### src/rtl/game_pkg.sv
// ---------------------------------------------------------------------------
// game_pkg
// Shared types and helpers for the game-flow controller.
//   game_state_t    : top-level game states
//   lives_width     : bits needed to hold a lives count 0..lives
//   level_width     : bits needed to index n items (at least 1 bit)
//   frame_width     : bits needed to hold the largest frame limit
//   frames_per_tick : frames per snake move at a given level, floored
//   DEF_*           : default parameter values and the widths they imply
// ---------------------------------------------------------------------------
package game_pkg;

    typedef enum logic [2:0] {
        ST_IDLE,
        ST_RUN,
        ST_PAUSE,
        ST_RESPAWN,
        ST_OVER,
        ST_WIN
    } game_state_t;

    localparam int DEF_LIVES            = 3;
    localparam int DEF_SCORE_W          = 8;
    localparam int DEF_LEVELS           = 4;
    localparam int DEF_APPLES_PER_LEVEL = 5;
    localparam int DEF_BASE_FRAMES      = 16;
    localparam int DEF_FRAME_STEP       = 3;
    localparam int DEF_MIN_FRAMES       = 2;
    localparam int DEF_RESPAWN_FRAMES   = 60;

    function automatic int lives_width(input int lives);
        return $clog2(lives + 1);
    endfunction

    function automatic int level_width(input int n);
        return (n > 1) ? $clog2(n) : 1;
    endfunction

    // Counter width large enough to reach any limit the controller uses.
    function automatic int frame_width(input int a, input int b, input int c);
        int m;
        m = (a > b) ? a : b;
        m = (m > c) ? m : c;
        return $clog2(m + 1);
    endfunction

    // Signed subtraction so a high level with a large step cannot wrap
    // around to a huge period; the floor keeps the game playable.
    function automatic int frames_per_tick(input int level, input int base,
                                           input int step, input int min_frames);
        int p;
        p = base - level * step;
        return (p < min_frames) ? min_frames : p;
    endfunction

    localparam int DEF_LIVES_W = lives_width(DEF_LIVES);
    localparam int DEF_LEVEL_W = level_width(DEF_LEVELS);
    localparam int DEF_FRAME_W = frame_width(DEF_BASE_FRAMES, DEF_MIN_FRAMES,
                                             DEF_RESPAWN_FRAMES);

endpackage

### src/rtl/game_flow_if.sv
// ---------------------------------------------------------------------------
// game_flow_if
// Bundles the game-flow controller's event inputs and status outputs.
//   i_restart, i_start, i_pause        : player/control requests
//   i_vsync_pulse                      : one pulse per video frame
//   i_tick_done, i_eat                 : snake/apple events
//   i_snake_failure, i_snake_success   : end-of-round conditions
//   o_tick                             : move request to the snake
//   o_running/o_paused/o_failure/o_success : state flags
//   o_lose_life                        : one-cycle re-init pulse
//   o_lives, o_level, o_score, o_high_score : counters for display
// Modport master drives the inputs (game top level / bench), slave is the
// controller itself.
// ---------------------------------------------------------------------------
interface game_flow_if
    import game_pkg::*;
#(
    parameter int LIVES   = DEF_LIVES,
    parameter int LEVELS  = DEF_LEVELS,
    parameter int SCORE_W = DEF_SCORE_W
);
    localparam int LIVES_W = lives_width(LIVES);
    localparam int LEVEL_W = level_width(LEVELS);

    logic               i_restart;
    logic               i_start;
    logic               i_pause;
    logic               i_vsync_pulse;
    logic               i_tick_done;
    logic               i_eat;
    logic               i_snake_failure;
    logic               i_snake_success;
    logic               o_tick;
    logic               o_running;
    logic               o_paused;
    logic               o_lose_life;
    logic               o_failure;
    logic               o_success;
    logic [LIVES_W-1:0] o_lives;
    logic [LEVEL_W-1:0] o_level;
    logic [SCORE_W-1:0] o_score;
    logic [SCORE_W-1:0] o_high_score;

    modport master (
        output i_restart, i_start, i_pause, i_vsync_pulse, i_tick_done,
               i_eat, i_snake_failure, i_snake_success,
        input  o_tick, o_running, o_paused, o_lose_life, o_failure,
               o_success, o_lives, o_level, o_score, o_high_score
    );

    modport slave (
        input  i_restart, i_start, i_pause, i_vsync_pulse, i_tick_done,
               i_eat, i_snake_failure, i_snake_success,
        output o_tick, o_running, o_paused, o_lose_life, o_failure,
               o_success, o_lives, o_level, o_score, o_high_score
    );

endinterface

### src/rtl/frame_divider.sv
// ---------------------------------------------------------------------------
// frame_divider
// Counts enabled frame pulses up to a limit that may change at runtime.
//   clk, rst : clock, synchronous active-high reset
//   clr_i    : synchronous clear of the count
//   en_i     : count this cycle (a qualified vsync pulse)
//   limit_i  : number of pulses per period (>= 1)
//   hit_o    : combinational, high on the pulse that completes the period;
//              the count restarts from zero on that same pulse
// ---------------------------------------------------------------------------
module frame_divider #(
    parameter int W = 8
) (
    input  logic         clk,
    input  logic         rst,
    input  logic         clr_i,
    input  logic         en_i,
    input  logic [W-1:0] limit_i,
    output logic         hit_o
);

    logic [W-1:0] count_q;
    logic [W-1:0] count_d;
    logic [W:0]   countNext;

    // The period ends on the pulse that brings the count up to the limit.
    // Comparing with >= in one extra bit also copes with the limit being
    // lowered below the current count (a level-up mid-period), so a shrunk
    // period ends on the next pulse instead of running past it.
    always_comb begin
        countNext = (W+1)'(count_q) + (W+1)'(1);
        hit_o     = en_i && !clr_i && (countNext >= {1'b0, limit_i});
        count_d   = count_q;
        if (clr_i) begin
            count_d = '0;
        end else if (en_i) begin
            count_d = hit_o ? '0 : countNext[W-1:0];
        end
    end

    // Plain count register, cleared by reset.
    always_ff @(posedge clk) begin
        if (rst) begin
            count_q <= '0;
        end else begin
            count_q <= count_d;
        end
    end

endmodule

### src/rtl/game_flow.sv
// ---------------------------------------------------------------------------
// game_flow
// Game-flow controller: generates the snake move tick from vsync, handles
// start/pause/respawn/game-over/win, and keeps lives, score, level and the
// high score.
//   clk, rst : clock, synchronous active-high reset (also clears high score)
//   bus      : game_flow_if.slave -- event inputs and status outputs
// ---------------------------------------------------------------------------
module game_flow
    import game_pkg::*;
#(
    parameter int LIVES            = DEF_LIVES,
    parameter int SCORE_W          = DEF_SCORE_W,
    parameter int LEVELS           = DEF_LEVELS,
    parameter int APPLES_PER_LEVEL = DEF_APPLES_PER_LEVEL,
    parameter int BASE_FRAMES      = DEF_BASE_FRAMES,
    parameter int FRAME_STEP       = DEF_FRAME_STEP,
    parameter int MIN_FRAMES       = DEF_MIN_FRAMES,
    parameter int RESPAWN_FRAMES   = DEF_RESPAWN_FRAMES
) (
    input  logic       clk,
    input  logic       rst,
    game_flow_if.slave bus
);

    localparam int LIVES_W = lives_width(LIVES);
    localparam int LEVEL_W = level_width(LEVELS);
    localparam int APPLE_W = level_width(APPLES_PER_LEVEL);
    localparam int FRAME_W = frame_width(BASE_FRAMES, MIN_FRAMES, RESPAWN_FRAMES);

    localparam logic [SCORE_W-1:0] SCORE_MAX  = '1;
    localparam logic [LEVEL_W-1:0] LEVEL_LAST = LEVEL_W'(LEVELS - 1);
    localparam logic [APPLE_W-1:0] APPLE_LAST = APPLE_W'(APPLES_PER_LEVEL - 1);
    localparam logic [LIVES_W-1:0] LIVES_INIT = LIVES_W'(LIVES);
    localparam logic [FRAME_W-1:0] RESPAWN_LIMIT = FRAME_W'(RESPAWN_FRAMES);

    game_state_t        state_q, state_d;
    logic               tick_q, tick_d;
    logic               loseLife_q, loseLife_d;
    logic [LIVES_W-1:0] lives_q, lives_d;
    logic [LEVEL_W-1:0] level_q, level_d;
    logic [APPLE_W-1:0] apple_q, apple_d;
    logic [SCORE_W-1:0] score_q, score_d;
    logic [SCORE_W-1:0] highScore_q, highScore_d;
    logic               pause_q;

    logic               inPlay;
    logic               pauseRise;
    logic               tickEn, tickClr, tickHit;
    logic               respawnEn, respawnClr, respawnHit;
    logic [FRAME_W-1:0] tickLimit;
    logic               endState;

    // Divider controls. The tick period only advances while running with no
    // move outstanding, so a done and a vsync in the same cycle never count
    // that vsync. Leaving play (respawn, over, win, idle) discards any
    // partial period.
    always_comb begin
        inPlay     = (state_q == ST_RUN) || (state_q == ST_PAUSE);
        tickEn     = bus.i_vsync_pulse && (state_q == ST_RUN) && !tick_q;
        tickClr    = bus.i_restart || !inPlay;
        tickLimit  = FRAME_W'(frames_per_tick(int'(level_q), BASE_FRAMES,
                                              FRAME_STEP, MIN_FRAMES));
        respawnEn  = bus.i_vsync_pulse && (state_q == ST_RESPAWN);
        respawnClr = bus.i_restart || (state_q != ST_RESPAWN);
    end

    frame_divider #(.W(FRAME_W)) tickDiv (
        .clk     (clk),
        .rst     (rst),
        .clr_i   (tickClr),
        .en_i    (tickEn),
        .limit_i (tickLimit),
        .hit_o   (tickHit)
    );

    frame_divider #(.W(FRAME_W)) respawnDiv (
        .clk     (clk),
        .rst     (rst),
        .clr_i   (respawnClr),
        .en_i    (respawnEn),
        .limit_i (RESPAWN_LIMIT),
        .hit_o   (respawnHit)
    );

    // Next-state logic. Eats are handled before the state case so an apple
    // eaten in the same cycle as a win, loss or pause still scores. Inside
    // RUN the order success > failure > pause edge sets the priority.
    always_comb begin
        state_d     = state_q;
        tick_d      = tick_q;
        loseLife_d  = 1'b0;
        lives_d     = lives_q;
        level_d     = level_q;
        apple_d     = apple_q;
        score_d     = score_q;
        highScore_d = highScore_q;
        pauseRise   = bus.i_pause && !pause_q;

        if (tick_q && bus.i_tick_done) begin
            tick_d = 1'b0;
        end else if (tickHit) begin
            tick_d = 1'b1;
        end

        if (bus.i_eat && inPlay) begin
            if (score_q != SCORE_MAX) begin
                score_d = score_q + SCORE_W'(1);
            end
            if (apple_q == APPLE_LAST) begin
                apple_d = '0;
                if (level_q != LEVEL_LAST) begin
                    level_d = level_q + LEVEL_W'(1);
                end
            end else begin
                apple_d = apple_q + APPLE_W'(1);
            end
        end

        case (state_q)
            ST_IDLE: begin
                if (bus.i_start) begin
                    state_d = ST_RUN;
                end
            end
            ST_RUN: begin
                if (bus.i_snake_success) begin
                    state_d = ST_WIN;
                end else if (bus.i_snake_failure) begin
                    if (lives_q <= LIVES_W'(1)) begin
                        state_d = ST_OVER;
                        lives_d = '0;
                    end else begin
                        state_d    = ST_RESPAWN;
                        lives_d    = lives_q - LIVES_W'(1);
                        loseLife_d = 1'b1;
                    end
                end else if (pauseRise) begin
                    state_d = ST_PAUSE;
                end
            end
            ST_PAUSE: begin
                if (pauseRise) begin
                    state_d = ST_RUN;
                end
            end
            ST_RESPAWN: begin
                if (respawnHit) begin
                    state_d = ST_IDLE;
                end
            end
            ST_OVER, ST_WIN: begin
                state_d = state_q;
            end
            default: begin
                state_d = ST_IDLE;
            end
        endcase

        // A pending move is dropped whenever play stops for good or for a
        // respawn; the snake is being re-initialised anyway.
        if ((state_d == ST_RESPAWN) || (state_d == ST_OVER) || (state_d == ST_WIN)) begin
            tick_d = 1'b0;
        end

        // The high score is only folded in once, on the way into a final
        // state, and uses the score including any same-cycle eat.
        endState = (state_q == ST_OVER) || (state_q == ST_WIN);
        if (!endState && ((state_d == ST_OVER) || (state_d == ST_WIN))) begin
            highScore_d = (score_d > highScore_q) ? score_d : highScore_q;
        end
    end

    // State register. Reset and restart share every clear except the high
    // score, which only a full reset wipes. The pause edge register always
    // follows the button, including during reset, so a button held across
    // reset or restart is not seen as a new press.
    always_ff @(posedge clk) begin
        pause_q <= bus.i_pause;
        if (rst || bus.i_restart) begin
            state_q    <= ST_IDLE;
            tick_q     <= 1'b0;
            loseLife_q <= 1'b0;
            lives_q    <= LIVES_INIT;
            level_q    <= '0;
            apple_q    <= '0;
            score_q    <= '0;
        end else begin
            state_q    <= state_d;
            tick_q     <= tick_d;
            loseLife_q <= loseLife_d;
            lives_q    <= lives_d;
            level_q    <= level_d;
            apple_q    <= apple_d;
            score_q    <= score_d;
        end
        if (rst) begin
            highScore_q <= '0;
        end else if (!bus.i_restart) begin
            highScore_q <= highScore_d;
        end
    end

    // Status outputs come straight from registers or a decode of the state
    // register, so they change only on the clock edge.
    always_comb begin
        bus.o_tick       = tick_q;
        bus.o_lose_life  = loseLife_q;
        bus.o_running    = (state_q == ST_RUN);
        bus.o_paused     = (state_q == ST_PAUSE);
        bus.o_failure    = (state_q == ST_OVER);
        bus.o_success    = (state_q == ST_WIN);
        bus.o_lives      = lives_q;
        bus.o_level      = level_q;
        bus.o_score      = score_q;
        bus.o_high_score = highScore_q;
    end

endmodule

### src/flat_wrapper.sv
// flat-port wrapper written by rule: the top's interface ports become plain ports
module game_flow_flat import game_pkg::*;
#(
    parameter int LIVES            = DEF_LIVES,
    parameter int SCORE_W          = DEF_SCORE_W,
    parameter int LEVELS           = DEF_LEVELS,
    parameter int APPLES_PER_LEVEL = DEF_APPLES_PER_LEVEL,
    parameter int BASE_FRAMES      = DEF_BASE_FRAMES,
    parameter int FRAME_STEP       = DEF_FRAME_STEP,
    parameter int MIN_FRAMES       = DEF_MIN_FRAMES,
    parameter int RESPAWN_FRAMES   = DEF_RESPAWN_FRAMES
)
  (clk, rst, bus_i_restart, bus_i_start, bus_i_pause, bus_i_vsync_pulse, bus_i_tick_done, bus_i_eat, bus_i_snake_failure, bus_i_snake_success, bus_o_tick, bus_o_running, bus_o_paused, bus_o_lose_life, bus_o_failure, bus_o_success, bus_o_lives, bus_o_level, bus_o_score, bus_o_high_score);
  game_flow_if #(.LIVES(LIVES), .LEVELS(LEVELS), .SCORE_W(SCORE_W)) bus_i ();
  input  logic clk;
  input  logic rst;
  input wire logic [$bits(bus_i.i_restart)-1:0] bus_i_restart;
  input wire logic [$bits(bus_i.i_start)-1:0] bus_i_start;
  input wire logic [$bits(bus_i.i_pause)-1:0] bus_i_pause;
  input wire logic [$bits(bus_i.i_vsync_pulse)-1:0] bus_i_vsync_pulse;
  input wire logic [$bits(bus_i.i_tick_done)-1:0] bus_i_tick_done;
  input wire logic [$bits(bus_i.i_eat)-1:0] bus_i_eat;
  input wire logic [$bits(bus_i.i_snake_failure)-1:0] bus_i_snake_failure;
  input wire logic [$bits(bus_i.i_snake_success)-1:0] bus_i_snake_success;
  output wire logic [$bits(bus_i.o_tick)-1:0] bus_o_tick;
  output wire logic [$bits(bus_i.o_running)-1:0] bus_o_running;
  output wire logic [$bits(bus_i.o_paused)-1:0] bus_o_paused;
  output wire logic [$bits(bus_i.o_lose_life)-1:0] bus_o_lose_life;
  output wire logic [$bits(bus_i.o_failure)-1:0] bus_o_failure;
  output wire logic [$bits(bus_i.o_success)-1:0] bus_o_success;
  output wire logic [$bits(bus_i.o_lives)-1:0] bus_o_lives;
  output wire logic [$bits(bus_i.o_level)-1:0] bus_o_level;
  output wire logic [$bits(bus_i.o_score)-1:0] bus_o_score;
  output wire logic [$bits(bus_i.o_high_score)-1:0] bus_o_high_score;
  assign bus_i.i_restart = bus_i_restart;
  assign bus_i.i_start = bus_i_start;
  assign bus_i.i_pause = bus_i_pause;
  assign bus_i.i_vsync_pulse = bus_i_vsync_pulse;
  assign bus_i.i_tick_done = bus_i_tick_done;
  assign bus_i.i_eat = bus_i_eat;
  assign bus_i.i_snake_failure = bus_i_snake_failure;
  assign bus_i.i_snake_success = bus_i_snake_success;
  assign bus_o_tick = bus_i.o_tick;
  assign bus_o_running = bus_i.o_running;
  assign bus_o_paused = bus_i.o_paused;
  assign bus_o_lose_life = bus_i.o_lose_life;
  assign bus_o_failure = bus_i.o_failure;
  assign bus_o_success = bus_i.o_success;
  assign bus_o_lives = bus_i.o_lives;
  assign bus_o_level = bus_i.o_level;
  assign bus_o_score = bus_i.o_score;
  assign bus_o_high_score = bus_i.o_high_score;
  game_flow #(.LIVES(LIVES), .SCORE_W(SCORE_W), .LEVELS(LEVELS), .APPLES_PER_LEVEL(APPLES_PER_LEVEL), .BASE_FRAMES(BASE_FRAMES), .FRAME_STEP(FRAME_STEP), .MIN_FRAMES(MIN_FRAMES), .RESPAWN_FRAMES(RESPAWN_FRAMES)) u_core (.clk(clk), .rst(rst), .bus(bus_i));
endmodule
### config.mk
export PLATFORM = sky130hd
export DESIGN_NAME = game_flow_flat
export DESIGN_NICKNAME = d
export VERILOG_FILES = /design/src/rtl/game_pkg.sv /design/src/rtl/game_flow_if.sv /design/src/rtl/frame_divider.sv /design/src/rtl/game_flow.sv /design/src/flat_wrapper.sv
export SDC_FILE = /design/constraint.sdc
export NUM_CORES = 1
export LEC_CHECK = 0
export BUFFER_PORTS_ARGS = -buffer_cell sky130_fd_sc_hd__buf_2
export CAP_MARGIN = 10
export CORE_ASPECT_RATIO = 1.1
export CORE_MARGIN = 2
export CORE_UTILIZATION = 38
export CTS_CLUSTER_DIAMETER = 60
export DETAILED_ROUTE_END_ITERATION = 12
export GPL_TIMING_DRIVEN = 0
export HOLD_SLACK_MARGIN = 0.1
export SETUP_SLACK_MARGIN = 0.1
export SLEW_MARGIN = 5
export SYNTH_ARGS = -nofsm -noshare
export SYNTH_HDL_FRONTEND = slang
export SYNTH_HIERARCHICAL = 1
export SYNTH_SLANG_ARGS = --single-unit
### constraint.sdc
create_clock -name clk -period 3.63 [get_ports clk]
set_input_delay 0.726 -clock clk [delete_from_list [all_inputs] [get_ports clk]]
set_output_delay 0.726 -clock clk [all_outputs]
set_load 0.01 [all_outputs]
==> report_table.html, run 1 <==
<table>
<tr><th>Metric</th><th>Value</th></tr>
<tr><th colspan="2">Critical path</th></tr>
<tr><td>Peak fanout along the critical path</td><td>8</td></tr>
<tr><td>Kind of end point of the critical path</td><td>register</td></tr>
<tr><td>Most common cell type on the critical path</td><td>sky130_fd_sc_hd__ha_1</td></tr>
<tr><td>Worst-case reg-to-reg path depth</td><td>13</td></tr>
<tr><td>Slowest cell delay on critical path</td><td>420 ps</td></tr>
<tr><td>Critical path, cell by cell</td><td>ha_1, nand3_1, o2111ai_1, nor3_1, xnor2_1, inv_1, ha_1, nand4_1, nor2_1, a2111oi_4, o21a_1, buf_6, mux2_4</td></tr>
<tr><td>Number of cells on the critical path</td><td>13</td></tr>
<tr><td>Worst Setup Start Kind</td><td>register</td></tr>
<tr><td>Worst endpoint data arrival time</td><td>3460 ps</td></tr>
<tr><td>Slowest cell on crit path</td><td>sky130_fd_sc_hd__dfxtp_1</td></tr>
<tr><td>Cell family contributing the most delay on the critical path</td><td>compound AO/OA/AOI/OAI gates</td></tr>
<tr><td>Type of the setup path with the least slack</td><td>reg -&gt; reg</td></tr>
<tr><td>Critical path buffer and inverter count</td><td>2</td></tr>
<tr><td>WP data required</td><td>3820 ps</td></tr>
<tr><th colspan="2">CTS</th></tr>
<tr><td>Gates resized, CTS repair</td><td>0</td></tr>
<tr><td>Num Clock Sinks</td><td>41</td></tr>
<tr><td>Clock root buffer</td><td>sky130_fd_sc_hd__clkbuf_8</td></tr>
<tr><td>Number of hold buffers added after cts</td><td>0</td></tr>
<tr><td>TritonCTS clock tree</td><td>yes</td></tr>
<tr><td>Reg clk slew, reported paths</td><td>80 ps</td></tr>
<tr><td>CTS Buf Count</td><td>5</td></tr>
<tr><td>Clock latency of the later-clocked register in the worst-skew pair</td><td>290 ps</td></tr>
<tr><td>H-Tree Depth</td><td>2</td></tr>
<tr><td>Post-CTS Setup Bufs</td><td>0</td></tr>
<tr><td>Maximum buffer depth of the clock tree</td><td>2</td></tr>
<tr><th colspan="2">Pwr</th></tr>
<tr><td>Gate power share</td><td>0.066</td></tr>
<tr><td>Net Switching</td><td>0.204 mW</td></tr>
<tr><td>Maximum vdd drop</td><td>0.137 mV</td></tr>
<tr><td>Internal Power</td><td>0.671 mW</td></tr>
<tr><td>Leakage power</td><td>1.47 nW</td></tr>
<tr><td>Proportion of power drawn by flip-flops and latches</td><td>0.518</td></tr>
<tr><td>Switching power share of the total</td><td>0.233</td></tr>
<tr><td>Clk network pwr share</td><td>0.416</td></tr>
<tr><td>Power Total</td><td>0.875 mW</td></tr>
<tr><td>Power per unit of standard cell area</td><td>266 nW/um^2</td></tr>
<tr><th colspan="2">Drt</th></tr>
<tr><td>Antenna Nets Post-Route</td><td>0</td></tr>
<tr><td>Starting DRT DRC Count</td><td>99</td></tr>
<tr><td>Detailed-route DRC error count</td><td>0</td></tr>
<tr><td>Detailed-router iteration count before antenna repair</td><td>5</td></tr>
<tr><td>Total number of vias</td><td>2553</td></tr>
<tr><td>Sum of routed wire length over all layers</td><td>6670 um</td></tr>
<tr><td>Vias per inst</td><td>5.36</td></tr>
<tr><td>Routed WL per cell</td><td>14.0 um</td></tr>
<tr><th colspan="2">Synth</th></tr>
<tr><td>Post-synthesis async set-or-reset flop share</td><td>0</td></tr>
<tr><td>Number of distinct standard cells referenced by the synthesized netlist</td><td>65</td></tr>
<tr><td>Area share of the largest cell type after synthesis</td><td>0.285</td></tr>
<tr><td>Number of warnings issued by yosys</td><td>6</td></tr>
<tr><td>Primary flip-flop cell chosen by synthesis mapping</td><td>sky130_fd_sc_hd__dfxtp_1</td></tr>
<tr><td>Most frequent cells after synthesis</td><td>41 x sky130_fd_sc_hd__dfxtp_1, 38 x sky130_fd_sc_hd__inv_1, 30 x sky130_fd_sc_hd__nor2_1</td></tr>
<tr><td>Sequential cell area fraction in the yosys report</td><td>0.285</td></tr>
<tr><td>Post-synthesis instance total</td><td>342</td></tr>
<tr><td>Cell type with the largest total area after synthesis</td><td>sky130_fd_sc_hd__dfxtp_1</td></tr>
<tr><td>Synthesized area</td><td>2880 sq um</td></tr>
<tr><td>Post-synth EDFFs</td><td>0</td></tr>
<tr><td>Biggest area contributors in the synthesized netlist</td><td>sky130_fd_sc_hd__dfxtp_1 28%, sky130_fd_sc_hd__ha_1 13%, sky130_fd_sc_hd__inv_1 5.0%, sky130_fd_sc_hd__nor2_1 3.9%, sky130_fd_sc_hd__mux2i_1 3.1%</td></tr>
<tr><td>Flop and latch count out of synthesis</td><td>41</td></tr>
<tr><td>Synthesized area per cell</td><td>8.43 sq um</td></tr>
<tr><td>Cell with the most instances after synthesis</td><td>sky130_fd_sc_hd__dfxtp_1</td></tr>
<tr><th colspan="2">GRT</th></tr>
<tr><td>Number of global-route vias before repair</td><td>2379</td></tr>
<tr><td>Antenna violations before repair</td><td>0</td></tr>
<tr><td>Largest net degree at the start of global routing</td><td>13</td></tr>
<tr><td>Wire length of the first global-routing pass</td><td>11100 um</td></tr>
<tr><td>Final global-route overflow total</td><td>0</td></tr>
<tr><td>Global-route usage over all layers</td><td>0.168</td></tr>
<tr><th colspan="2">Timing</th></tr>
<tr><td>Max-slew violation count</td><td>0</td></tr>
<tr><td>Hold violation total from the final report</td><td>0</td></tr>
<tr><td>Total of endpoints with negative setup slack in the final report</td><td>0</td></tr>
<tr><td>Highest Clock Rate</td><td>0.305 GHz</td></tr>
<tr><td>Worst-margin pin slew</td><td>806 ps</td></tr>
<tr><td>RSZ-0062 raised after global routing</td><td>false</td></tr>
<tr><td>Max transition margin</td><td>0.461</td></tr>
<tr><td>Final critical-path required period</td><td>3270 ps</td></tr>
<tr><td>Worst Skew</td><td>7.85 ps</td></tr>
<tr><td>Hold_ws</td><td>476 ps</td></tr>
<tr><td>Share of the clock period used by the worst path</td><td>0.902</td></tr>
<tr><td>Sum of negative setup slack</td><td>0 ps</td></tr>
<tr><th colspan="2">Placement</th></tr>
<tr><td>Number of port buffers</td><td>35</td></tr>
<tr><td>Placer Congestion</td><td>0.792</td></tr>
<tr><td>Post-DP HPWL</td><td>5020 um</td></tr>
<tr><td>Number of cells after detailed placement</td><td>469</td></tr>
<tr><th colspan="2">Finish</th></tr>
<tr><td>Final Util</td><td>0.445</td></tr>
<tr><td>Synth-to-Final Area Change</td><td>14.1%</td></tr>
<tr><td>Final standard cell count with taps included and fillers excluded</td><td>476</td></tr>
<tr><td>Number of antenna repair diodes</td><td>0</td></tr>
<tr><td>Final net count</td><td>428</td></tr>
<tr><td>Layout cells sized above 1</td><td>0.177</td></tr>
<tr><th colspan="2">Job</th></tr>
<tr><td>Max-cap violations</td><td>0</td></tr>
<tr><th colspan="2">Floorplan</th></tr>
<tr><td>Total die area</td><td>8300 sq um</td></tr>
<tr><td>Core Footprint</td><td>7390 sq um</td></tr>
<tr><td>Height of the die</td><td>95.3 um</td></tr>
<tr><td>Initial standard-cell utilization of the core</td><td>0.390</td></tr>
<tr><td>I/O pin cnt</td><td>36</td></tr>
<tr><td>Die X-Extent</td><td>87.0 um</td></tr>
<tr><td>Num rows</td><td>33</td></tr>
<tr><th colspan="2">Hold path</th></tr>
<tr><td>Class of the tightest hold or removal check</td><td>reg -&gt; reg</td></tr>
<tr><td>Cell depth of the worst hold path</td><td>2</td></tr>
<tr><th colspan="2">Run status</th></tr>
<tr><td>Run status</td><td>complete, no violations</td></tr>
</table>
## tightest hold or removal path: cells and delay by family (launching register included)
family	cells	cell delay, ps
flops	1	330
simple gates	1	50
mux	1	50
## cell usage in the layout (no fill, tap or decap), types with 5 or more instances in the layout
| cell | n |
|---|---|
| sky130_fd_sc_hd__a21oi_1 | 16 |
| sky130_fd_sc_hd__buf_2 | 36 |
| sky130_fd_sc_hd__clkbuf_8 | 5 |
| sky130_fd_sc_hd__conb_1 | 7 |
| sky130_fd_sc_hd__dfxtp_1 | 41 |
| sky130_fd_sc_hd__ha_1 | 29 |
| sky130_fd_sc_hd__inv_1 | 38 |
| sky130_fd_sc_hd__mux2i_1 | 9 |
| sky130_fd_sc_hd__nand2_1 | 23 |
| sky130_fd_sc_hd__nand2b_1 | 9 |
| sky130_fd_sc_hd__nand3_1 | 8 |
| sky130_fd_sc_hd__nor2_1 | 30 |
| sky130_fd_sc_hd__nor2b_1 | 5 |
| sky130_fd_sc_hd__nor3_1 | 10 |
| sky130_fd_sc_hd__o21ai_0 | 10 |
| sky130_fd_sc_hd__xnor2_1 | 6 |
| sky130_fd_sc_hd__xor2_1 | 9 |
## cells by family after synthesis
logic type / count (synthesis) / synth area share
compound gates: 74 / 0.200
xor+xnor: 15 / 0.0456
flops: 41 / 0.285
other cells: 2 / 0.00261
simple gates: 122 / 0.230
buf+inv: 48 / 0.0695
mux: 11 / 0.0417
fa+ha+maj: 29 / 0.126
## power groups by stage
| stage | Clock [mW] | Combinational (mW) | Sequential, mW |
|---|---|---|---|
| 2_1_floorplan | 0 | 0.0356 | 0.464 |
| 3_3_place_gp | 0 | 0.0556 | 0.464 |
| 3_5_place_dp | 0 | 0.0569 | 0.464 |
| 4_1_cts | 0.376 | 0.0574 | 0.453 |
| 5_1_grt | 0.394 | 0.0647 | 0.454 |
| 6_report | 0.364 | 0.0576 | 0.453 |
## state kept, by name, indices dropped and copies added, names as in the netlist, 2 cells and up
register and cells:
u_core/apple_q 3, u_core/tickDiv/count_q 6, u_core/respawnDiv/count_q 6, u_core/bus.o_lives 2, u_core/bus.o_high_score 8, u_core/state_q 3
u_core/bus.o_level 2, u_core/bus.o_score 8
## per-stage QoR
step / cell area (sq um) / worst slack (ps)
floorplan: 2900 / 712
global placement: 3180 / 220
detailed placement: 3180 / 181
CTS: 3290 / 386
global route: 3290 / 167
finish: 3290 / 357
## area by class of cell
class                      instances  area, sq um
inverter                          39          146
fill                             725         4100
clock inverter                     2         35.0
clock buffer                       5         68.8
sequential                        41          821
multi-input combinational        258         1880
timing repair buffer              35          175
buffer                             9         53.8
tap                               87          109
## final timing paths
path,endpoint,slack (ps),startpoint
max reg2reg,u_core/bus.o_high_score[4]$_SDFFE_PP0P_,360,u_core/bus.o_score[0]$_SDFF_PP0_
min,u_core/bus.o_high_score[7]$_SDFFE_PP0P_,480,u_core/bus.o_high_score[7]$_SDFFE_PP0P_
min reg2reg,u_core/bus.o_high_score[7]$_SDFFE_PP0P_,480,u_core/bus.o_high_score[7]$_SDFFE_PP0P_
max,u_core/bus.o_high_score[4]$_SDFFE_PP0P_,360,u_core/bus.o_score[0]$_SDFF_PP0_
## per-layer routing
metal / wire, um / part of all wire / up-vias / GRT usage
met5: 0 / 0 / - / 0
met4: 46 / 0.0069 / 0 / 0.0482
met3: 258 / 0.039 / 4 / 0.0312
met2: 3260 / 0.49 / 48 / 0.291
met1: 3110 / 0.47 / 1205 / 0.211
li1: - / - / 1296 / -
(Power assumes the default switching activity.)
==> run 2: changes to the inputs <==
--- a/config.mk
+++ b/config.mk
@@ -14,6 +14,7 @@
 export DETAILED_ROUTE_END_ITERATION = 12
 export GPL_TIMING_DRIVEN = 0
 export HOLD_SLACK_MARGIN = 0.1
+export RECOVER_POWER = 100
 export SETUP_SLACK_MARGIN = 0.1
 export SLEW_MARGIN = 5
 export SYNTH_ARGS = -nofsm -noshare
==> run 2 against run 1 <==
  * Final area decreased by 1.7%
  * Routed wire length decreased by 0.51%
  * Sequential power about the same
  * Die area unchanged
  * Worst setup slack got worse by 45 ps
  * Sequential share of layout area increased by 0.43 points
  * Maximum frequency decreased by 1.4%
  * First-iteration DRC count decreased by 12%
  * Register-to-register slack got worse by 50 ps
  * Non-clock buffer count unchanged
  * Count of clock-buffer cells in the layout unchanged
==> report_table.html, run 2 (synthesis results as in run 1) <==
<table>
<tr><th>Metric</th><th>Value</th></tr>
<tr><th colspan="2">GRT</th></tr>
<tr><td>Final global-route overflow total</td><td>0 (unchanged)</td></tr>
<tr><td>Number of global-route vias before repair</td><td>2379 (unchanged)</td></tr>
<tr><td>Global-route usage over all layers</td><td>0.168 (unchanged)</td></tr>
<tr><td>Wire length of the first global-routing pass</td><td>11100 um (unchanged)</td></tr>
<tr><td>Antenna violations before repair</td><td>0 (unchanged)</td></tr>
<tr><td>Largest net degree at the start of global routing</td><td>13 (unchanged)</td></tr>
<tr><th colspan="2">Placement</th></tr>
<tr><td>Number of cells after detailed placement</td><td>469 (unchanged)</td></tr>
<tr><td>Number of port buffers</td><td>35 (unchanged)</td></tr>
<tr><td>Placer Congestion</td><td>0.792 (unchanged)</td></tr>
<tr><td>Post-DP HPWL</td><td>5020 um (unchanged)</td></tr>
<tr><td>Cell area after placement</td><td>3180 sq um (unchanged)</td></tr>
<tr><th colspan="2">Finish</th></tr>
<tr><td>Most frequent cells in the layout</td><td>41 x sky130_fd_sc_hd__dfxtp_1, 38 x sky130_fd_sc_hd__inv_1, 33 x sky130_fd_sc_hd__clkbuf_1</td></tr>
<tr><td>Number of antenna repair diodes</td><td>0 (unchanged)</td></tr>
<tr><td>Final net count</td><td>428 (unchanged)</td></tr>
<tr><td>Number of fillers in the final layout</td><td>741 (+2.2%)</td></tr>
<tr><td>Sequential cell area</td><td>821 sq um (unchanged)</td></tr>
<tr><td>Final standard cell count with taps included and fillers excluded</td><td>476 (unchanged)</td></tr>
<tr><td>Post-layout instance area</td><td>3230 sq um (-1.7%)</td></tr>
<tr><td>Layout cells sized above 1</td><td>0.0951 (-0.0823)</td></tr>
<tr><td>Synth-to-Final Area Change</td><td>12.2%</td></tr>
<tr><td>Multi-input combinational cell area</td><td>1860 sq um (-1.0%)</td></tr>
<tr><td>Most frequent standard cell in the layout excluding fill and tap cells</td><td>sky130_fd_sc_hd__dfxtp_1</td></tr>
<tr><th colspan="2">Drt</th></tr>
<tr><td>Total number of vias</td><td>2539 (-0.55%)</td></tr>
<tr><td>Detailed-router iteration count before antenna repair</td><td>4 (-1)</td></tr>
<tr><td>Starting DRT DRC Count</td><td>87 (-12%)</td></tr>
<tr><td>Routed WL per cell</td><td>13.9 um (-0.51%)</td></tr>
<tr><td>Detailed-route DRC error count</td><td>0 (unchanged)</td></tr>
<tr><td>Sum of routed wire length over all layers</td><td>6630 um (-0.51%)</td></tr>
<tr><td>Vias per inst</td><td>5.33 (-0.55%)</td></tr>
<tr><td>Antenna Nets Post-Route</td><td>0 (unchanged)</td></tr>
<tr><th colspan="2">Timing</th></tr>
<tr><td>Worst-margin pin slew</td><td>909 ps (+103 ps)</td></tr>
<tr><td>Sum of negative setup slack</td><td>0 ps (unchanged)</td></tr>
<tr><td>Max-slew violation count</td><td>0 (unchanged)</td></tr>
<tr><td>Share of the clock period used by the worst path</td><td>0.914 (+0.0125)</td></tr>
<tr><td>Worst Skew</td><td>6.20 ps (-1.64 ps)</td></tr>
<tr><td>Hold violation total from the final report</td><td>0 (unchanged)</td></tr>
<tr><td>RSZ-0062 raised after global routing</td><td>false</td></tr>
<tr><td>Total of endpoints with negative setup slack in the final report</td><td>0 (unchanged)</td></tr>
<tr><td>Final critical-path required period</td><td>3320 ps (+45.3 ps)</td></tr>
<tr><td>Highest Clock Rate</td><td>0.301 GHz (-1.4%)</td></tr>
<tr><td>Max transition margin</td><td>0.387 (-0.0742)</td></tr>
<tr><th colspan="2">Critical path</th></tr>
<tr><td>Type of the setup path with the least slack</td><td>reg -&gt; reg</td></tr>
<tr><td>WP data required</td><td>3820 ps (about the same)</td></tr>
<tr><td>Worst endpoint data arrival time</td><td>3510 ps (+50 ps)</td></tr>
<tr><td>Worst Setup Start Kind</td><td>register</td></tr>
<tr><td>Worst-case register-to-register setup slack</td><td>310 ps (-50 ps)</td></tr>
<tr><td>Worst reg2reg startpoint</td><td>u_core/state_q[1]$_SDFF_PP0_</td></tr>
<tr><td>Worst-case reg-to-reg path depth</td><td>12 (-1)</td></tr>
<tr><td>Kind of end point of the critical path</td><td>register</td></tr>
<tr><td>Destination of the worst register-to-register timing path</td><td>u_core/bus.o_high_score[4]$_SDFFE_PP0P_</td></tr>
<tr><td>Peak fanout along the critical path</td><td>9 (+1)</td></tr>
<tr><th colspan="2">CTS</th></tr>
<tr><td>Clock root buffer</td><td>sky130_fd_sc_hd__clkbuf_8</td></tr>
<tr><td>CTS Buf Count</td><td>5 (unchanged)</td></tr>
<tr><td>Num Clock Sinks</td><td>41 (unchanged)</td></tr>
<tr><td>Number of hold buffers added after cts</td><td>0 (unchanged)</td></tr>
<tr><td>Maximum buffer depth of the clock tree</td><td>2 (unchanged)</td></tr>
<tr><td>H-Tree Depth</td><td>2 (unchanged)</td></tr>
<tr><td>Post-CTS Setup Bufs</td><td>0 (unchanged)</td></tr>
<tr><td>Reg clk slew, reported paths</td><td>80 ps (about the same)</td></tr>
<tr><td>Gates resized, CTS repair</td><td>0 (unchanged)</td></tr>
<tr><td>Clock latency of the later-clocked register in the worst-skew pair</td><td>290 ps (about the same)</td></tr>
<tr><td>TritonCTS clock tree</td><td>yes</td></tr>
<tr><th colspan="2">Job</th></tr>
<tr><td>Max-cap violations</td><td>0 (unchanged)</td></tr>
<tr><th colspan="2">Pwr</th></tr>
<tr><td>Leakage power</td><td>1.35 nW (-7.9%)</td></tr>
<tr><td>Power per unit of standard cell area</td><td>270 nW/um^2 (+1.4%)</td></tr>
<tr><td>Gate power share</td><td>0.065 (about the same)</td></tr>
<tr><td>Internal Power</td><td>0.670 mW (-0.12%)</td></tr>
<tr><td>Clk network pwr share</td><td>0.416 (about the same)</td></tr>
<tr><td>Proportion of power drawn by flip-flops and latches</td><td>0.519 (about the same)</td></tr>
<tr><td>Maximum vdd drop</td><td>0.136 mV (-0.92%)</td></tr>
<tr><td>Net Switching</td><td>0.202 mW (-0.67%)</td></tr>
<tr><td>Switching power share of the total</td><td>0.232 (-0.000983)</td></tr>
<tr><th colspan="2">Floorplan</th></tr>
<tr><td>Initial standard-cell utilization of the core</td><td>0.390 (unchanged)</td></tr>
<tr><td>Total die area</td><td>8300 sq um (unchanged)</td></tr>
<tr><td>I/O pin cnt</td><td>36 (unchanged)</td></tr>
<tr><td>Height of the die</td><td>95.3 um (unchanged)</td></tr>
<tr><td>Die X-Extent</td><td>87.0 um (unchanged)</td></tr>
<tr><td>Num rows</td><td>33 (unchanged)</td></tr>
<tr><td>Core Footprint</td><td>7390 sq um (unchanged)</td></tr>
<tr><th colspan="2">Hold path</th></tr>
<tr><td>Class of the tightest hold or removal check</td><td>reg -&gt; reg</td></tr>
<tr><td>Cell depth of the worst hold path</td><td>2 (unchanged)</td></tr>
<tr><td>Worst hold path startpoint</td><td>u_core/bus.o_high_score[7]$_SDFFE_PP0P_</td></tr>
<tr><td>Capture endpoint of the worst hold path</td><td>u_core/bus.o_high_score[7]$_SDFFE_PP0P_</td></tr>
<tr><th colspan="2">Run status</th></tr>
<tr><td>Run status</td><td>complete, no violations</td></tr>
</table>
==> run 2: cell types whose count changed in the layout (fill, tap and decap cells not counted), sizes merged <==
cell,delta
clkbuf,+30
buf,-30
==> run 2: cell type report <==
cell class                      count  area share
Buffer                              9      0.0163
Clock buffer                        5      0.0213
Clock inverter                      2      0.0108
Inverter                           39      0.0453
Multi-Input combinational cell    258       0.575
Sequential cell                    41       0.254
Tap cell                           87      0.0337
Timing Repair Buffer               35      0.0433
==> run 2: how the worst max path moves through the flow <==
stage	start	endpoint	slack, ps	cells past startpoint
after floorplan	bus_i_eat	u_core/bus.o_high_score[4]$_SDFFE_PP0P_	710	11
after global placement	bus_i_eat	u_core/bus.o_high_score[4]$_SDFFE_PP0P_	220	12
after detailed placement	bus_i_eat	u_core/bus.o_high_score[4]$_SDFFE_PP0P_	180	12
after CTS	u_core/bus.o_score[0]$_SDFF_PP0_	u_core/bus.o_high_score[4]$_SDFFE_PP0P_	390	13
after global routing	u_core/state_q[1]$_SDFF_PP0_	u_core/bus.o_high_score[6]$_SDFFE_PP0P_	110	12
final	u_core/state_q[1]$_SDFF_PP0_	u_core/bus.o_high_score[4]$_SDFFE_PP0P_	310	12
==> run 2: layer usage <==
metal | GRT usage | part of all wire | wire (um) | up-vias
li1 | - | - | - | 1295
met1 | 0.211 | 0.47 | 3100 | 1201
met2 | 0.291 | 0.49 | 3250 | 39
met3 | 0.0312 | 0.036 | 236 | 4
met4 | 0.0482 | 0.0069 | 46 | 0
met5 | 0 | 0 | 0 | -
==> run 2: worst max-delay path, cell delays in order (launching register included) <==
cell                        delay [ps]
sky130_fd_sc_hd__dfxtp_1           320
sky130_fd_sc_hd__clkbuf_1          320
sky130_fd_sc_hd__xnor2_1           250
sky130_fd_sc_hd__nor4_1            370
sky130_fd_sc_hd__mux2i_1           400
sky130_fd_sc_hd__inv_1              90
sky130_fd_sc_hd__ha_1              320
sky130_fd_sc_hd__nand4_1           120
sky130_fd_sc_hd__nor2_1             80
sky130_fd_sc_hd__a2111oi_4         300
sky130_fd_sc_hd__o21a_1            200
sky130_fd_sc_hd__buf_6             150
sky130_fd_sc_hd__mux2_4            300
==> run 2: power by group through the flow <==
stage	clock network (mW)	logic, mW	registers, mW
global route	0.394	0.0638	0.454
finish	0.363	0.0567	0.453
detailed placement	0	0.0569	0.464
CTS	0.376	0.0574	0.453
global placement	0	0.0556	0.464
floorplan	0	0.0356	0.464
==> run 2: metrics by stage <==
step                hold WS [ps]  setup slack [ps]  utilization  power (mW)
floorplan                    453               712            -       0.499
global placement             457               220        0.431       0.519
global route                 496               107        0.437       0.911
detailed placement           468               181        0.431       0.521
finish                       478               311        0.437       0.873
CTS                          480               386        0.445       0.887
==> run 3: changes to the inputs <==
--- a/config.mk
+++ b/config.mk
@@ -5,6 +5,7 @@
 export SDC_FILE = /design/constraint.sdc
 export NUM_CORES = 1
 export LEC_CHECK = 0
+export ABC_AREA = 1
 export BUFFER_PORTS_ARGS = -buffer_cell sky130_fd_sc_hd__buf_2
 export CAP_MARGIN = 10
 export CORE_ASPECT_RATIO = 1.1
==> run 3 against run 2 <==
  * Sequential share of layout area fell by 1.1 points
  * Worst hold slack improved by 6.8 ps
  * Non-clock buffer count fell by 2
  * Die area up 4.6%
  * Global-route usage down 0.92 points
  * Clock power rose by 21%
  * Maximum frequency up 14%
  * Clock skew rose by 5.1 ps
  * Critical path type unchanged
  * Highest routed layer unchanged
==> report_table.html, run 3 <==
<table>
<tr><th>Metric</th><th>Value</th></tr>
<tr><th colspan="2">Placement</th></tr>
<tr><td>Place WS</td><td>1040 ps (+862 ps)</td></tr>
<tr><td>Placer Congestion</td><td>0.842 (+6.3%)</td></tr>
<tr><td>Post-DP HPWL</td><td>5010 um (-0.14%)</td></tr>
<tr><td>Number of port buffers</td><td>35 (unchanged)</td></tr>
<tr><th colspan="2">Synth</th></tr>
<tr><td>Most frequent cells after synthesis</td><td>109 x sky130_fd_sc_hd__nand2_1, 71 x sky130_fd_sc_hd__inv_1, 59 x sky130_fd_sc_hd__nor2_1</td></tr>
<tr><td>Synthesized area</td><td>3020 sq um (+4.8%)</td></tr>
<tr><td>Primary flip-flop cell chosen by synthesis mapping</td><td>sky130_fd_sc_hd__dfxtp_1</td></tr>
<tr><td>Number of distinct standard cells referenced by the synthesized netlist</td><td>37 (-43%)</td></tr>
<tr><td>Parity-gate share of the synthesized area counting xor and xnor cells</td><td>0.0232 (-0.0224)</td></tr>
<tr><td>Post-synth EDFFs</td><td>0 (unchanged)</td></tr>
<tr><td>Biggest area contributors in the synthesized netlist</td><td>sky130_fd_sc_hd__dfxtp_1 27%, sky130_fd_sc_hd__nand2_1 14%, sky130_fd_sc_hd__ha_1 12%, sky130_fd_sc_hd__inv_1 8.8%, sky130_fd_sc_hd__nor2_1 7.3%</td></tr>
<tr><td>Portion of netlist area occupied by mux cells</td><td>0 (-0.0417)</td></tr>
<tr><td>Cell type with the largest total area after synthesis</td><td>sky130_fd_sc_hd__dfxtp_1</td></tr>
<tr><td>Sequential cell area fraction in the yosys report</td><td>0.272 (-0.0130)</td></tr>
<tr><td>Cell with the most instances after synthesis</td><td>sky130_fd_sc_hd__nand2_1</td></tr>
<tr><td>Complex-gate fraction of the synthesized area</td><td>0.0688 (-0.131)</td></tr>
<tr><td>Largest family of logic cells by synthesized area</td><td>simple AND/OR/NAND/NOR gates</td></tr>
<tr><td>Share of synthesized cell area in full adder, half adder and majority cells</td><td>0.120 (-0.00574)</td></tr>
<tr><td>Number of warnings issued by yosys</td><td>6 (unchanged)</td></tr>
<tr><td>Synthesized area per cell</td><td>6.77 sq um (-20%)</td></tr>
<tr><td>Flop and latch count out of synthesis</td><td>41 (unchanged)</td></tr>
<tr><td>Post-synthesis async set-or-reset flop share</td><td>0 (unchanged)</td></tr>
<tr><td>Post-synthesis instance total</td><td>446 (+30%)</td></tr>
<tr><td>Area share of the largest cell type after synthesis</td><td>0.272 (-0.0130)</td></tr>
<tr><td>Synthesized-area fraction occupied by and/or/nand/nor cells</td><td>0.396 (+0.166)</td></tr>
<tr><th colspan="2">Finish</th></tr>
<tr><td>Most frequent standard cell in the layout excluding fill and tap cells</td><td>sky130_fd_sc_hd__nand2_1</td></tr>
<tr><td>Final Util</td><td>0.432 (-0.00506)</td></tr>
<tr><td>Layout cells sized above 1</td><td>0.138 (+0.0425)</td></tr>
<tr><td>Multi-input combinational cell area</td><td>1800 sq um (-3.5%)</td></tr>
<tr><td>Number of fillers in the final layout</td><td>848 (+14%)</td></tr>
<tr><td>Most frequent cells in the layout</td><td>114 x sky130_fd_sc_hd__nand2_1, 72 x sky130_fd_sc_hd__inv_1, 62 x sky130_fd_sc_hd__nor2_1</td></tr>
<tr><td>Number of antenna repair diodes</td><td>0 (unchanged)</td></tr>
<tr><td>Final net count</td><td>532 (+24%)</td></tr>
<tr><td>Sequential cell area</td><td>821 sq um (unchanged)</td></tr>
<tr><td>Synth-to-Final Area Change</td><td>12.1% (about the same)</td></tr>
<tr><th colspan="2">Drt</th></tr>
<tr><td>Routed WL per cell</td><td>10.5 um (-25%)</td></tr>
<tr><td>Antenna Nets Post-Route</td><td>0 (unchanged)</td></tr>
<tr><td>Sum of routed wire length over all layers</td><td>6300 um (-5.0%)</td></tr>
<tr><td>Detailed-router iteration count before antenna repair</td><td>4 (unchanged)</td></tr>
<tr><td>Total number of vias</td><td>2657 (+4.6%)</td></tr>
<tr><td>Starting DRT DRC Count</td><td>82 (-5.7%)</td></tr>
<tr><td>Vias per inst</td><td>4.41 (-17%)</td></tr>
<tr><td>Detailed-route DRC error count</td><td>0 (unchanged)</td></tr>
<tr><th colspan="2">Floorplan</th></tr>
<tr><td>Core Footprint</td><td>7830 sq um (+5.9%)</td></tr>
<tr><td>I/O pin cnt</td><td>36 (unchanged)</td></tr>
<tr><td>Num rows</td><td>34 (+3.0%)</td></tr>
<tr><td>Initial standard-cell utilization of the core</td><td>0.386 (-0.00417)</td></tr>
<tr><td>Total die area</td><td>8670 sq um (+4.6%)</td></tr>
<tr><td>Die X-Extent</td><td>89.0 um (+2.3%)</td></tr>
<tr><td>Height of the die</td><td>97.5 um (+2.3%)</td></tr>
<tr><th colspan="2">GRT</th></tr>
<tr><td>Antenna violations before repair</td><td>0 (unchanged)</td></tr>
<tr><td>Final global-route overflow total</td><td>0 (unchanged)</td></tr>
<tr><td>Number of global-route vias before repair</td><td>2473 (+4.0%)</td></tr>
<tr><td>Wire length of the first global-routing pass</td><td>11000 um (-0.81%)</td></tr>
<tr><td>Global-route usage over all layers</td><td>0.158 (-0.00925)</td></tr>
<tr><td>Largest net degree at the start of global routing</td><td>14 (+1)</td></tr>
<tr><th colspan="2">Timing</th></tr>
<tr><td>Share of the clock period used by the worst path</td><td>0.803 (-0.111)</td></tr>
<tr><td>RSZ-0062 raised after global routing</td><td>false</td></tr>
<tr><td>Final critical-path required period</td><td>2910 ps (-404 ps)</td></tr>
<tr><td>Highest Clock Rate</td><td>0.343 GHz (+14%)</td></tr>
<tr><td>PnR worst setup slack</td><td>715 ps (+404 ps)</td></tr>
<tr><td>Hold violation total from the final report</td><td>0 (unchanged)</td></tr>
<tr><td>Worst Skew</td><td>11.3 ps (+5.11 ps)</td></tr>
<tr><td>Sum of negative setup slack</td><td>0 ps (unchanged)</td></tr>
<tr><td>Total of endpoints with negative setup slack in the final report</td><td>0 (unchanged)</td></tr>
<tr><td>Max-slew violation count</td><td>0 (unchanged)</td></tr>
<tr><th colspan="2">CTS</th></tr>
<tr><td>CTS Buf Count</td><td>5 (unchanged)</td></tr>
<tr><td>Num Clock Sinks</td><td>41 (unchanged)</td></tr>
<tr><td>Number of hold buffers added after cts</td><td>0 (unchanged)</td></tr>
<tr><td>Post-CTS Setup Bufs</td><td>0 (unchanged)</td></tr>
<tr><td>Clock root buffer</td><td>sky130_fd_sc_hd__clkbuf_8</td></tr>
<tr><td>Clock latency of the later-clocked register in the worst-skew pair</td><td>300 ps (about the same)</td></tr>
<tr><td>Maximum buffer depth of the clock tree</td><td>2 (unchanged)</td></tr>
<tr><td>Reg clk slew, reported paths</td><td>90 ps (about the same)</td></tr>
<tr><td>H-Tree Depth</td><td>2 (unchanged)</td></tr>
<tr><td>TritonCTS clock tree</td><td>yes</td></tr>
<tr><td>Gates resized, CTS repair</td><td>0 (unchanged)</td></tr>
<tr><th colspan="2">Critical path</th></tr>
<tr><td>WP data required</td><td>3830 ps (about the same)</td></tr>
<tr><td>Worst reg2reg startpoint</td><td>u_core/state_q[0]$_SDFF_PP0_</td></tr>
<tr><td>Worst-case reg-to-reg path depth</td><td>15 (+3)</td></tr>
<tr><td>Type of the setup path with the least slack</td><td>reg -&gt; reg</td></tr>
<tr><td>Worst endpoint data arrival time</td><td>3120 ps (-390 ps)</td></tr>
<tr><td>Worst Setup Start Kind</td><td>register</td></tr>
<tr><td>Kind of end point of the critical path</td><td>register</td></tr>
<tr><td>Peak fanout along the critical path</td><td>10 (+1)</td></tr>
<tr><td>Critical path startpoint</td><td>u_core/state_q[0]$_SDFF_PP0_</td></tr>
<tr><th colspan="2">Hold path</th></tr>
<tr><td>Worst hold path startpoint</td><td>u_core/apple_q[1]$_SDFFE_PP0N_</td></tr>
<tr><td>Cell depth of the worst hold path</td><td>2 (unchanged)</td></tr>
<tr><td>Class of the tightest hold or removal check</td><td>reg -&gt; reg</td></tr>
<tr><th colspan="2">Pwr</th></tr>
<tr><td>Power per unit of standard cell area</td><td>291 nW/um^2 (+8.0%)</td></tr>
<tr><td>Leakage power</td><td>1.68 nW (+24%)</td></tr>
<tr><td>Maximum vdd drop</td><td>0.173 mV (+27%)</td></tr>
<tr><th colspan="2">Run status</th></tr>
<tr><td>Run status</td><td>complete, no violations</td></tr>
<tr><th colspan="2">Job</th></tr>
<tr><td>Max-cap violations</td><td>0 (unchanged)</td></tr>
</table>
[run 3: cell families (layout without fill, tap and decap cells)]
logic type                 after synthesis  in the layout
AOI/OAI and AO/OA                       37             37
xor gates and xnor gates                 8              8
other                                    2              7
buffers and inverters                   89            132
adders and majority gates               29             29
DFF                                     41             41
and+or+nand+nor                        240            240
[run 3: path summary, 6_finish.rpt]
check	to	slack [ps]
worst min-delay path	u_core/apple_q[1]$_SDFFE_PP0N_	480
worst max register to register	u_core/bus.o_high_score[0]$_SDFFE_PP0P_	720
worst max-delay path	u_core/bus.o_high_score[0]$_SDFFE_PP0P_	720
worst min register to register	u_core/apple_q[1]$_SDFFE_PP0N_	480
[run 3: power by group]
part | internal, mW | switching, mW | total (mW)
clock | 0.273 | 0.168 | 0.441
combinational | 0.0287 | 0.0583 | 0.0870
sequential | 0.454 | 0.00435 | 0.458
[run 3: per-stage QoR]
stage          power, mW  instance area [sq um]  hold WS [ps]  cells
2_1_floorplan      0.534                   3040           451    451
3_3_place_gp       0.559                   3350           469    594
3_5_place_dp       0.560                   3350           474    594
4_1_cts             1.00                   3480           488    602
5_1_grt             1.03                   3380           518    602
6_report           0.986                   3380           485    602
[run 3: metal layers]
layer  track usage  vias to the layer above  share of wire
li1              -                     1447              -
met1         0.203                     1166           0.48
met2         0.261                       37           0.46
met3        0.0357                        7          0.036
met4        0.0494                        0          0.017
met5             0                        -              0
[run 3: layout make-up]
type / count / area share
Buffer: 7 / 0.00998
Clock buffer: 5 / 0.0203
Clock inverter: 3 / 0.0192
Inverter: 82 / 0.0950
Multi-Input combinational cell: 321 / 0.530
Sequential cell: 41 / 0.243
Tap cell: 108 / 0.0399
Timing Repair Buffer: 35 / 0.0425
[run 3: critical path, cell delays in order, from the launching register on]
cell	delay (ps)
sky130_fd_sc_hd__dfxtp_1	430
sky130_fd_sc_hd__nand3_1	200
sky130_fd_sc_hd__nand2_1	300
sky130_fd_sc_hd__nand2_8	140
sky130_fd_sc_hd__nor2_1	400
sky130_fd_sc_hd__inv_2	60
sky130_fd_sc_hd__nand2_1	100
sky130_fd_sc_hd__nand2_2	80
sky130_fd_sc_hd__ha_1	290
sky130_fd_sc_hd__nand2_1	70
sky130_fd_sc_hd__nor2_1	40
sky130_fd_sc_hd__a21oi_1	230
sky130_fd_sc_hd__nand3_4	150
sky130_fd_sc_hd__buf_6	170
sky130_fd_sc_hd__nor2_2	110
sky130_fd_sc_hd__nor2_1	50
